File: src/rtl/song_reader.sv
// Song ROM sequencer: walks {song, note_index} through the ROM one note per
// note_done, latching note/duration and flagging the end of each song.
module song_reader #(
  parameter int NOTE_W = 6,
  parameter int IDX_W  = 5
) (
  input  logic                  clk,
  input  logic                  reset,
  input  logic                  restart,
  input  logic                  play,
  input  logic [1:0]            song,
  input  logic                  note_done,
  output logic [IDX_W+1:0]      rom_addr,
  input  logic [2*NOTE_W-1:0]   rom_data,
  output logic [NOTE_W-1:0]     note,
  output logic [NOTE_W-1:0]     duration,
  output logic                  new_note,
  output logic                  song_done
);

  typedef enum logic [1:0] {
    IDLE  = 2'd0,
    FETCH = 2'd1,
    LATCH = 2'd2,
    PLAY  = 2'd3
  } state_t;

  localparam logic [IDX_W-1:0] IDX_ZERO = {IDX_W{1'b0}};
  localparam logic [IDX_W-1:0] IDX_ONE  = {{(IDX_W-1){1'b0}}, 1'b1};
  localparam logic [IDX_W-1:0] IDX_LAST = {IDX_W{1'b1}};
  localparam logic [NOTE_W-1:0] NOTE_ZERO = {NOTE_W{1'b0}};

  state_t            state_q, state_d;
  logic [IDX_W-1:0]  idx_q, idx_d;
  logic [NOTE_W-1:0] note_q, note_d;
  logic [NOTE_W-1:0] dur_q, dur_d;
  logic              new_note_q, new_note_d;
  logic              song_done_q, song_done_d;

  logic [NOTE_W-1:0] rom_note_s;
  logic [NOTE_W-1:0] rom_dur_s;

  assign rom_note_s = rom_data[2*NOTE_W-1:NOTE_W];
  assign rom_dur_s  = rom_data[NOTE_W-1:0];
  assign rom_addr   = {song, idx_q};

  assign note      = note_q;
  assign duration  = dur_q;
  assign new_note  = new_note_q;
  assign song_done = song_done_q;

  // Next-state logic; with play low every state simply holds.
  always_comb begin
    state_d     = state_q;
    idx_d       = idx_q;
    note_d      = note_q;
    dur_d       = dur_q;
    new_note_d  = 1'b0;
    song_done_d = 1'b0;
    if (restart) begin
      state_d = IDLE;
      idx_d   = IDX_ZERO;
      note_d  = NOTE_ZERO;
      dur_d   = NOTE_ZERO;
    end else if (play) begin
      case (state_q)
        IDLE:  state_d = FETCH;
        FETCH: state_d = LATCH;
        LATCH: begin
          // A zero duration marks the end of the song.
          if (rom_dur_s != NOTE_ZERO) begin
            note_d     = rom_note_s;
            dur_d      = rom_dur_s;
            new_note_d = 1'b1;
            state_d    = PLAY;
          end else begin
            song_done_d = 1'b1;
            idx_d       = IDX_ZERO;
            state_d     = IDLE;
          end
        end
        PLAY: begin
          if (note_done) begin
            if (idx_q == IDX_LAST) begin
              song_done_d = 1'b1;
              idx_d       = IDX_ZERO;
              state_d     = IDLE;
            end else begin
              idx_d   = idx_q + IDX_ONE;
              state_d = FETCH;
            end
          end else begin
            state_d = PLAY;
          end
        end
        default: state_d = IDLE;
      endcase
    end else begin
      state_d = state_q;
    end
  end

  // State and output registers.
  always_ff @(posedge clk or posedge reset) begin
    if (reset) begin
      state_q     <= IDLE;
      idx_q       <= IDX_ZERO;
      note_q      <= NOTE_ZERO;
      dur_q       <= NOTE_ZERO;
      new_note_q  <= 1'b0;
      song_done_q <= 1'b0;
    end else begin
      state_q     <= state_d;
      idx_q       <= idx_d;
      note_q      <= note_d;
      dur_q       <= dur_d;
      new_note_q  <= new_note_d;
      song_done_q <= song_done_d;
    end
  end

endmodule

File: config.mk
export PLATFORM = sky130hd
export DESIGN_NAME = song_reader
export DESIGN_NICKNAME = d
export VERILOG_FILES = /design/src/rtl/song_reader.sv
export SDC_FILE = /design/constraint.sdc
export NUM_CORES = 1
export LEC_CHECK = 0
export BUFFER_PORTS_ARGS = -buffer_cell sky130_fd_sc_hd__buf_2
export CAP_MARGIN = 30
export CORE_MARGIN = 2
export CORE_UTILIZATION = 47
export CTS_BUF_LIST = sky130_fd_sc_hd__clkbuf_16
export CTS_CLUSTER_SIZE = 14
export DETAILED_ROUTE_END_ITERATION = 10
export GPL_TIMING_DRIVEN = 0
export HOLD_SLACK_MARGIN = 0.02
export MAX_ROUTING_LAYER = met4
export PLACE_DENSITY_LB_ADDON = 0.05
export SETUP_SLACK_MARGIN = 0.1
export SYNTH_ARGS = -nofsm -noshare
export SYNTH_HDL_FRONTEND = slang
export SYNTH_SLANG_ARGS = --single-unit
File: constraint.sdc
create_clock -name clk -period 1.9 [get_ports clk]
set_input_delay 0.38 -clock clk [delete_from_list [all_inputs] [get_ports clk]]
set_output_delay 0.38 -clock clk [all_outputs]
set_load 0.01 [all_outputs]
==> results of run 1 <==
-- logic make-up (layout without fill, tap and decap cells) --
group           count (synthesis)  after routing  synth area share, %
buf+inv                        10             50                6.724
simple gates                   21             21                13.20
fa+ha+maj                       2              2                2.490
flops                          21             21                52.30
mux                             1              1                1.494
compound gates                 29             29                23.79
-- cell usage in the layout (no fill, tap or decap), types with 2 or more instances in the layout --
master / synthesis / layout
a21oi_1: 4 / 4
a22o_1: 15 / 15
a31oi_1: 3 / 3
and3_1: 2 / 2
buf_2: 3 / 38
buf_4: 3 / 4
buf_6: 2 / 2
clkbuf_16: 0 / 3
dfrtp_1: 21 / 21
ha_2: 0 / 2
inv_1: 2 / 3
nand2_1: 6 / 6
nand3_1: 3 / 3
nor2_1: 2 / 2
nor3_1: 4 / 3
-- where the power goes --
| part | switching (mW) | internal [mW] |
|---|---|---|
| clock | 0.146 | 0.280 |
| sequential | 0.00507 | 0.456 |
| combinational | 0.0621 | 0.0452 |
| total | 0.213 | 0.781 |
-- sequential cells by signal (all words and copies together), names as in the netlist --
signal     count
new_note       1
duration       6
idx_q          5
song_done      1
note           6
state_q        2
-- how the worst min path moves through the flow --
stage	start	slack (ns)	to	cells after the start
floorplan	reset	0.36	duration[0]	1
global placement	duration[2]	0.48	duration[2]	1
detailed placement	duration[5]	0.49	duration[5]	1
CTS	reset	0.29	idx_q[0]	2
global route	reset	0.35	idx_q[0]	2
finish	reset	0.26	idx_q[3]	2
-- through the flow --
step                worst slack (ns)  power [mW]  cells  area [sq um]  util (%)
floorplan                     0.1885      0.5330     84          1005         -
global placement             0.07093      0.5710    146          1214     61.24
detailed placement           0.08005      0.5727    146          1214     61.24
CTS                          0.07664       1.002    150          1315     66.35
global route                  0.1120       1.041    151          1333     67.23
finish                        0.1827      0.9947    151          1333     67.23
-- routing by layer --
metal  vias to the layer above  GRT usage, %  wire, microns
li1                        397             -              -
met3                         4         2.679            119
met4                         0         6.944             27
met2                        29         28.73            918
met1                       370         23.00            944
met5                         -             -              0
-- cell type report --
class                   instances  area, sq um  share of cell area, %
flip-flops and latches         21        525.5                  39.44
multi-input cells              53        444.2                  33.33
repair buffers                 36        182.7                  13.71
clock buffers                   3        75.07                  5.634
plain buffers                   8        60.06                  4.507
well taps                      27        33.78                  2.535
inverters                       2        7.507                 0.5634
clock inverters                 1        3.754                 0.2817
-- timing repair --
item	in CTS	in global routing
gates resized for setup	2	3
setup endpoints to repair	2	2
buffers inserted	0	1
hold endpoints to repair	0	0
==> flow_summary.json, run 1 <==
{
  "cts_htree_levels": 1,
  "final_layout_size_suffix_gt1_share_pct": 46.77,
  "dpl.hpwl_microns": 1447,
  "route.vias.total": 800,
  "run_status": "finished clean",
  "antenna_found_initial": 0,
  "timing.final.setup_violations": 0,
  "yosys-top-cells-count": "dfrtp_1 (21), a22o_1 (15), nand2_1 (6), a21oi_1 (4), nor3_1 (4)",
  "route.detailed.vias_per_inst": 5.298,
  "critical_path_required_ns": 2.07,
  "post_synth_num_cell_types": 26,
  "clock_tree.root_cell": "clkbuf_16",
  "drt-pass1-iter-count": 4,
  "insertion_delay_ns": 0.25,
  "floorplan.io_pins": 40,
  "critical_path_cell_count": 7,
  "synth-async-reset-ratio_pct": 100.0,
  "unrepaired_setup_endpoints_after_global_routing": "false",
  "layout-area-overhead-vs-synth_pct": 32.63,
  "nFillCells": 165,
  "hold-worst-slack_ns": 0.2636,
  "path_class": "flip-flop to flip-flop",
  "synth.area.top_cells": "dfrtp_1 (52%), a22o_1 (13%), ha_1 (2.5%)",
  "grt.overflow.total": 0,
  "post_synth_edffs": 0,
  "finClkSkew_ns": 0.002297,
  "floorplan.die.width_microns": 50.24,
  "post_synth_inst_count": 84,
  "cts_inserted_buffers": 3,
  "synth_largest_type_area_fraction_pct": 52.30,
  "gpl.final_weighted_congestion": 0.8179,
  "synth_top_flop_cell": "dfrtp_1",
  "timing.critical_path.cells": "ha_2 > and3_1 > ha_2 > nand4bb_4 > nor3_2 > a21oi_1 > a31oi_1",
  "nNetsFinal": 146,
  "setup.worst_path.start": "idx_q[0]",
  "synth_area_per_cell_sq_um": 11.96,
  "clk_pin_slew_ns": 0.05,
  "cts.path.max_buffers": 2,
  "tritoncts_num_sinks": 21,
  "buffer_ports.inserted": 35,
  "row_count": 16,
  "global_route_wire_length_before_repair_microns": 3353,
  "critical_path.reg2reg.startpoint": "idx_q[0]",
  "crit_path_end_kind": "flip-flop",
  "maxCapViolations": 0,
  "total_neg_setup_slack_ns": 0,
  "mapped_nets": 105,
  "tritoncts": "yes",
  "cp-start-kind": "flip-flop",
  "critPathMaxStageDelay_ns": 0.42,
  "track_usage_pct": 17.95,
  "crit_path_frequent_cell": "ha_2",
  "share_of_synthesized_area_occupied_by_flip_flops_and_latches_pct": 52.30,
  "mapped_area_sq_um": 1005,
  "power.leakage_nw": 0.6884,
  "final_max_slew_viols": 0,
  "minimum_clock_period_after_layout_ns": 1.717,
  "hold_buffers": 0,
  "initial_utilization_pct": 50.69,
  "die-area_sq_um": 2524,
  "worst_path_dominant_cell_family": "simple AND/OR/NAND/NOR gates",
  "maximum_operating_frequency_ghz": 0.5823,
  "worst_setup_path_endpoint": "idx_q[3]",
  "antenna_left": 0,
  "synth_warnings": 0,
  "vdd.ir_drop.worst_v": 0.0005392,
  "synth.most_common_cell": "dfrtp_1",
  "vertical_die_dimension_microns": 50.24,
  "detail_route.wirelength_microns": 2009,
  "drc": 0,
  "tightest_slew_ns": 0.7699,
  "reg2reg_setup_slack_ns": 0.18,
  "route.detailed.wl_per_inst_microns": 13.30,
  "finalHoldViolations": 0,
  "seq_cells_post_synth": 21,
  "timing.critical_path.fanout_max": 5,
  "coreArea_sq_um": 1982,
  "slew_headroom_pct": 48.62,
  "post-route-period-util_pct": 90.38,
  "first_global_vias": 738,
  "drtIter0Drc": 10,
  "rr_endpoint": "idx_q[3]",
  "critical_path.n_buffers_inverters": 0,
  "grt_start_max_net_pins": 22,
  "num_antenna_cells": 0,
  "power_density_nw_per_um2": 746.5,
  "crit_path_max_delay_cell_type": "dfrtp_1",
  "critPathArrivalTime_ns": 1.89,
  "hold_path.class": "input pin to async pin",
  "synth_largest_area_cell": "dfrtp_1",
  "reg2reg_depth": 7
}
Note: power is estimated with default switching activity, not from simulation.
==> run 2, diff against run 1 <==
Settings changed: SETUP_SLACK_MARGIN 0.1 to 0.2.
==> flow_summary.json, run 2 (synthesis results as in run 1) <==
{
  "clock_tree.root_cell": "clkbuf_16",
  "num_antenna_cells": 0,
  "gpl.final_weighted_congestion": 0.7843,
  "total_neg_setup_slack_ns": 0,
  "critical_path.reg2reg.startpoint": "idx_q[1]",
  "detail_route.wirelength_microns": 2264,
  "timing.final.setup_violations": 0,
  "buffer_ports.inserted": 35,
  "run_status": "finished clean",
  "slew_headroom_pct": 48.13,
  "preCtsSetupSlack_ns": 0.09117,
  "route.detailed.vias_per_inst": 5.526,
  "critPathMaxStageDelay_ns": 0.39,
  "finalHoldViolations": 0,
  "post-route-period-util_pct": 86.27,
  "floorplan.io_pins": 40,
  "unrepaired_setup_endpoints_after_global_routing": "true",
  "drtIter0Drc": 22,
  "setup.worst_path.start": "idx_q[1]",
  "coreArea_sq_um": 1982,
  "track_usage_pct": 18.68,
  "minimum_clock_period_after_layout_ns": 1.639,
  "timing.critical_path.cells": "ha_2 > and3_4 > ha_4 > nor4bb_2 > nand2_1 > a31oi_1",
  "cts.path.max_buffers": 2,
  "multi_input_comb_area_sq_um": 459.2,
  "hold-worst-slack_ns": 0.2667,
  "post-route-worst-setup-slack_ns": 0.2608,
  "crit_path_end_kind": "flip-flop",
  "mostFrequentLayoutCell": "buf_2",
  "maxCapViolations": 0,
  "global_route_wire_length_before_repair_microns": 3594,
  "insertion_delay_ns": 0.25,
  "cts_inserted_buffers": 3,
  "clk_pin_slew_ns": 0.05,
  "final_layout_size_suffix_gt1_share_pct": 49.61,
  "final_max_slew_viols": 0,
  "antenna_left": 0,
  "route.detailed.wl_per_inst_microns": 14.51,
  "critical_path_required_ns": 2.06,
  "seq_area_sq_um": 525.5,
  "layout-area-overhead-vs-synth_pct": 37.86,
  "hold_path.class": "input pin to async pin",
  "row_count": 16,
  "initial_utilization_pct": 50.69,
  "nNetsFinal": 151,
  "power.leakage_nw": 0.7134,
  "timing.critical_path.fanout_max": 4,
  "critPathArrivalTime_ns": 1.80,
  "die-area_sq_um": 2524,
  "nFillCells": 157,
  "tritoncts_num_sinks": 21,
  "finClkSkew_ns": 0.004752,
  "grt_start_max_net_pins": 22,
  "cp-start-kind": "flip-flop",
  "critical_path.n_buffers_inverters": 0,
  "power_density_nw_per_um2": 718.8,
  "tightest_slew_ns": 0.7772,
  "route.vias.total": 862,
  "mostFrequentLayoutCells": "buf_2 (38), dfrtp_1 (21), a22o_1 (15), buf_4 (9), nand2_1 (6)",
  "antenna_found_initial": 0,
  "maximum_operating_frequency_ghz": 0.6101,
  "floorplan.die.width_microns": 50.24,
  "drt-pass1-iter-count": 4,
  "vdd.ir_drop.worst_v": 0.0003609,
  "path_class": "flip-flop to flip-flop",
  "first_global_vias": 777,
  "p_total_mw": 0.9955,
  "grt.overflow.total": 0,
  "vertical_die_dimension_microns": 50.24,
  "cts_htree_levels": 1,
  "crit_path_max_delay_cell_type": "dfrtp_1",
  "worst_path_dominant_cell_family": "simple AND/OR/NAND/NOR gates",
  "drc": 0,
  "hold_buffers": 0,
  "dpl.hpwl_microns": 1487,
  "tritoncts": "yes"
}
==> run 2: changes by cell type in the layout (fill, tap and decap cells not counted) <==
cell,delta
ha_4,+1
and3_1,-1
buf_4,+5
ha_2,-1
and3_4,+1
==> run 2: per-stage QoR <==
stage / util [%] / cells / cell area (sq um)
floorplan: - / 84 / 1005
global placement: 61.24 / 146 / 1214
detailed placement: 61.24 / 146 / 1214
CTS: 67.61 / 152 / 1340
global route: 69.89 / 156 / 1385
finish: 69.89 / 156 / 1385
==> run 2: where the power goes <==
part | internal, mW | total [mW] | switching [mW]
clock | 0.279 | 0.420 | 0.141
sequential | 0.456 | 0.461 | 0.00470
combinational | 0.0487 | 0.114 | 0.0657
total | 0.784 | 0.996 | 0.211
==> run 2: path summary, 6_finish.rpt <==
check	endpoint	slack (ns)	depth (start not counted)
hold reg to reg	note[2]	0.50	1
min in group clk	note[3]	0.35	2
hold / removal	note[3]	0.27	2
setup / recovery	idx_q[3]	0.26	6
setup reg to reg	idx_q[3]	0.26	6
max in group asynchronous	note[0]	1.14	2
==> run 2: area by class of cell <==
cell class                 instances  share of cell area [%]
timing repair buffer              41                   15.90
sequential                        21                   37.94
clock buffer                       3                   5.420
tap                               27                   2.439
buffer                             8                   4.336
clock inverter                     1                  0.2710
inverter                           2                  0.5420
multi-input combinational         53                   33.15
==> run 2: what timing repair did <==
action	CTS	global route
gates resized for setup	5	2
buffers inserted	2	4
endpoints found under the setup margin	2	3
pin swaps	0	4
==> run 2: metal layers <==
metal	GRT usage, %	vias to the layer above	wire (microns)
met5	-	-	0
met2	29.39	31	1105
li1	-	409	-
met4	4.167	0	7
met3	2.083	2	124
met1	26.17	420	1026
==> run 3, diff against run 2 <==
Settings changed: CELL_PAD_IN_SITES_DETAIL_PLACEMENT from default to 1, CELL_PAD_IN_SITES_GLOBAL_PLACEMENT from default to 1, CORE_UTILIZATION 47 to 35, CTS_BUF_LIST sky130_fd_sc_hd__clkbuf_16 to default, SETUP_SLACK_MARGIN 0.2 to default.
==> flow_summary.json, run 3 (synthesis results as in run 1) <==
{
  "hold_buffers": 0,
  "minimum_clock_period_after_layout_ns": 1.790,
  "maximum_operating_frequency_ghz": 0.5586,
  "coreArea_sq_um": 2734,
  "grt.overflow.total": 0,
  "dpl.hpwl_microns": 1811,
  "clock_tree.root_cell": "clkbuf_4",
  "post-route-period-util_pct": 94.22,
  "crit_path_end_kind": "flip-flop",
  "initial_utilization_pct": 36.75,
  "finalHoldViolations": 0,
  "finClkSkew_ns": 0.005405,
  "tritoncts_num_sinks": 21,
  "power_density_nw_per_um2": 615.3,
  "path_class": "flip-flop to flip-flop",
  "maxCapViolations": 0,
  "tightest_slew_ns": 0.8403,
  "power.leakage_nw": 0.6697,
  "layout-area-overhead-vs-synth_pct": 28.39,
  "floorplan.io_pins": 40,
  "groute.layer.met2.usage_pct": 27.27,
  "critical_path.n_buffers_inverters": 0,
  "final_max_slew_viols": 0,
  "cts_htree_levels": 1,
  "detail_route.wirelength_microns": 2531,
  "floorplan.die.width_microns": 57.58,
  "buffer_ports.inserted": 35,
  "first_global_vias": 919,
  "timing.critical_path.fanout_max": 4,
  "global_route_wire_length_before_repair_microns": 4167,
  "critPathMaxStageDelay_ns": 0.43,
  "antenna_found_initial": 0,
  "run_status": "finished clean",
  "route.detailed.wl_per_inst_microns": 16.22,
  "die-area_sq_um": 3315,
  "gpl.final_weighted_congestion": 0.7158,
  "worst_path_dominant_cell_family": "simple AND/OR/NAND/NOR gates",
  "cts_inserted_buffers": 3,
  "grt_start_max_net_pins": 22,
  "row_count": 19,
  "hold_path.class": "input pin to async pin",
  "post-route-worst-setup-slack_ns": 0.1098,
  "nNetsFinal": 147,
  "grt.met3_usage_pct": 3.855,
  "preCtsSetupSlack_ns": 0.03385,
  "tritoncts": "yes",
  "vertical_die_dimension_microns": 57.58,
  "slew_headroom_pct": 43.92,
  "crit_path_max_delay_cell_type": "dfrtp_1",
  "cts.path.max_buffers": 2,
  "p_total_mw": 0.7937,
  "grt_use_met1_pct": 20.06,
  "final_layout_size_suffix_gt1_share_pct": 46.40,
  "num_antenna_cells": 0,
  "track_usage_pct": 17.02,
  "drt-pass1-iter-count": 3,
  "timing.final.setup_violations": 0,
  "total_neg_setup_slack_ns": 0,
  "clk_pin_slew_ns": 0.12,
  "mostFrequentLayoutCell": "buf_2",
  "cp-start-kind": "flip-flop",
  "timing.critical_path.cells": "ha_1 > and3_1 > ha_2 > nand4bb_4 > nor3_2 > a21oi_1 > a31oi_1",
  "grt.busiest_layer": "met2",
  "drc": 0,
  "critPathArrivalTime_ns": 2.03,
  "antenna_left": 0,
  "route.detailed.vias_per_inst": 5.513,
  "unrepaired_setup_endpoints_after_global_routing": "false",
  "mostFrequentLayoutCells": "buf_2 (38), dfrtp_1 (21), a22o_1 (15), nand2_1 (6), buf_4 (5)",
  "route.vias.total": 860,
  "drtIter0Drc": 14,
  "critical_path_required_ns": 2.14,
  "vdd.ir_drop.worst_v": 0.0003448,
  "insertion_delay_ns": 0.31
}
## run 3: timing repair
item | in CTS | in global routing
gates resized for setup | 2 | 2
endpoints found under the hold margin | 0 | 0
buffers inserted | 0 | 2
endpoints found under the setup margin | 1 | 2
## run 3: worst paths after layout
kind	depth (start not counted)	startpoint	slack, ns	endpoint
worst min-delay path	2	reset	0.22	note[5]
worst min register to register	1	duration[3]	0.52	duration[3]
worst max register to register	7	idx_q[1]	0.11	idx_q[3]
worst max-delay path	7	idx_q[1]	0.11	idx_q[3]
max in group asynchronous	2	reset	1.16	duration[0]
min in group clk	2	rom_data[11]	0.28	note[5]
## run 3: where the power goes
group,switching [mW],leakage [nW],internal [mW]
logic,0.0661,0.364,0.0453
registers,0.00448,0.291,0.455
clock network,0.141,0.0150,0.0819
total,0.211,0.670,0.583
## run 3: final cells by class
class                   count  area (sq um)
fillers                   317          1444
flip-flops and latches     21         525.5
multi-input cells          53         441.7
repair buffers             37         190.2
plain buffers               8         60.06
well taps                  31         38.79
clock buffers               4         26.28
inverters                   2         7.507
## run 3: through the flow
stage	area [sq um]	hold WS (ns)	cells	utilization (%)
finish	1290	0.2174	156	47.19
detailed placement	1219	0.4869	150	44.58
global placement	1219	0.4819	150	44.58
floorplan	1005	0.3565	84	-
global route	1290	0.2624	156	47.19
CTS	1267	0.2402	154	46.36
## run 3: routing by layer
layer  wire length (microns)  vias to the layer above
met1                    1134                      429
met3                     122                        5
met5                       0                        -
li1                        -                      401
met4                      32                        0
met2                    1241                       25
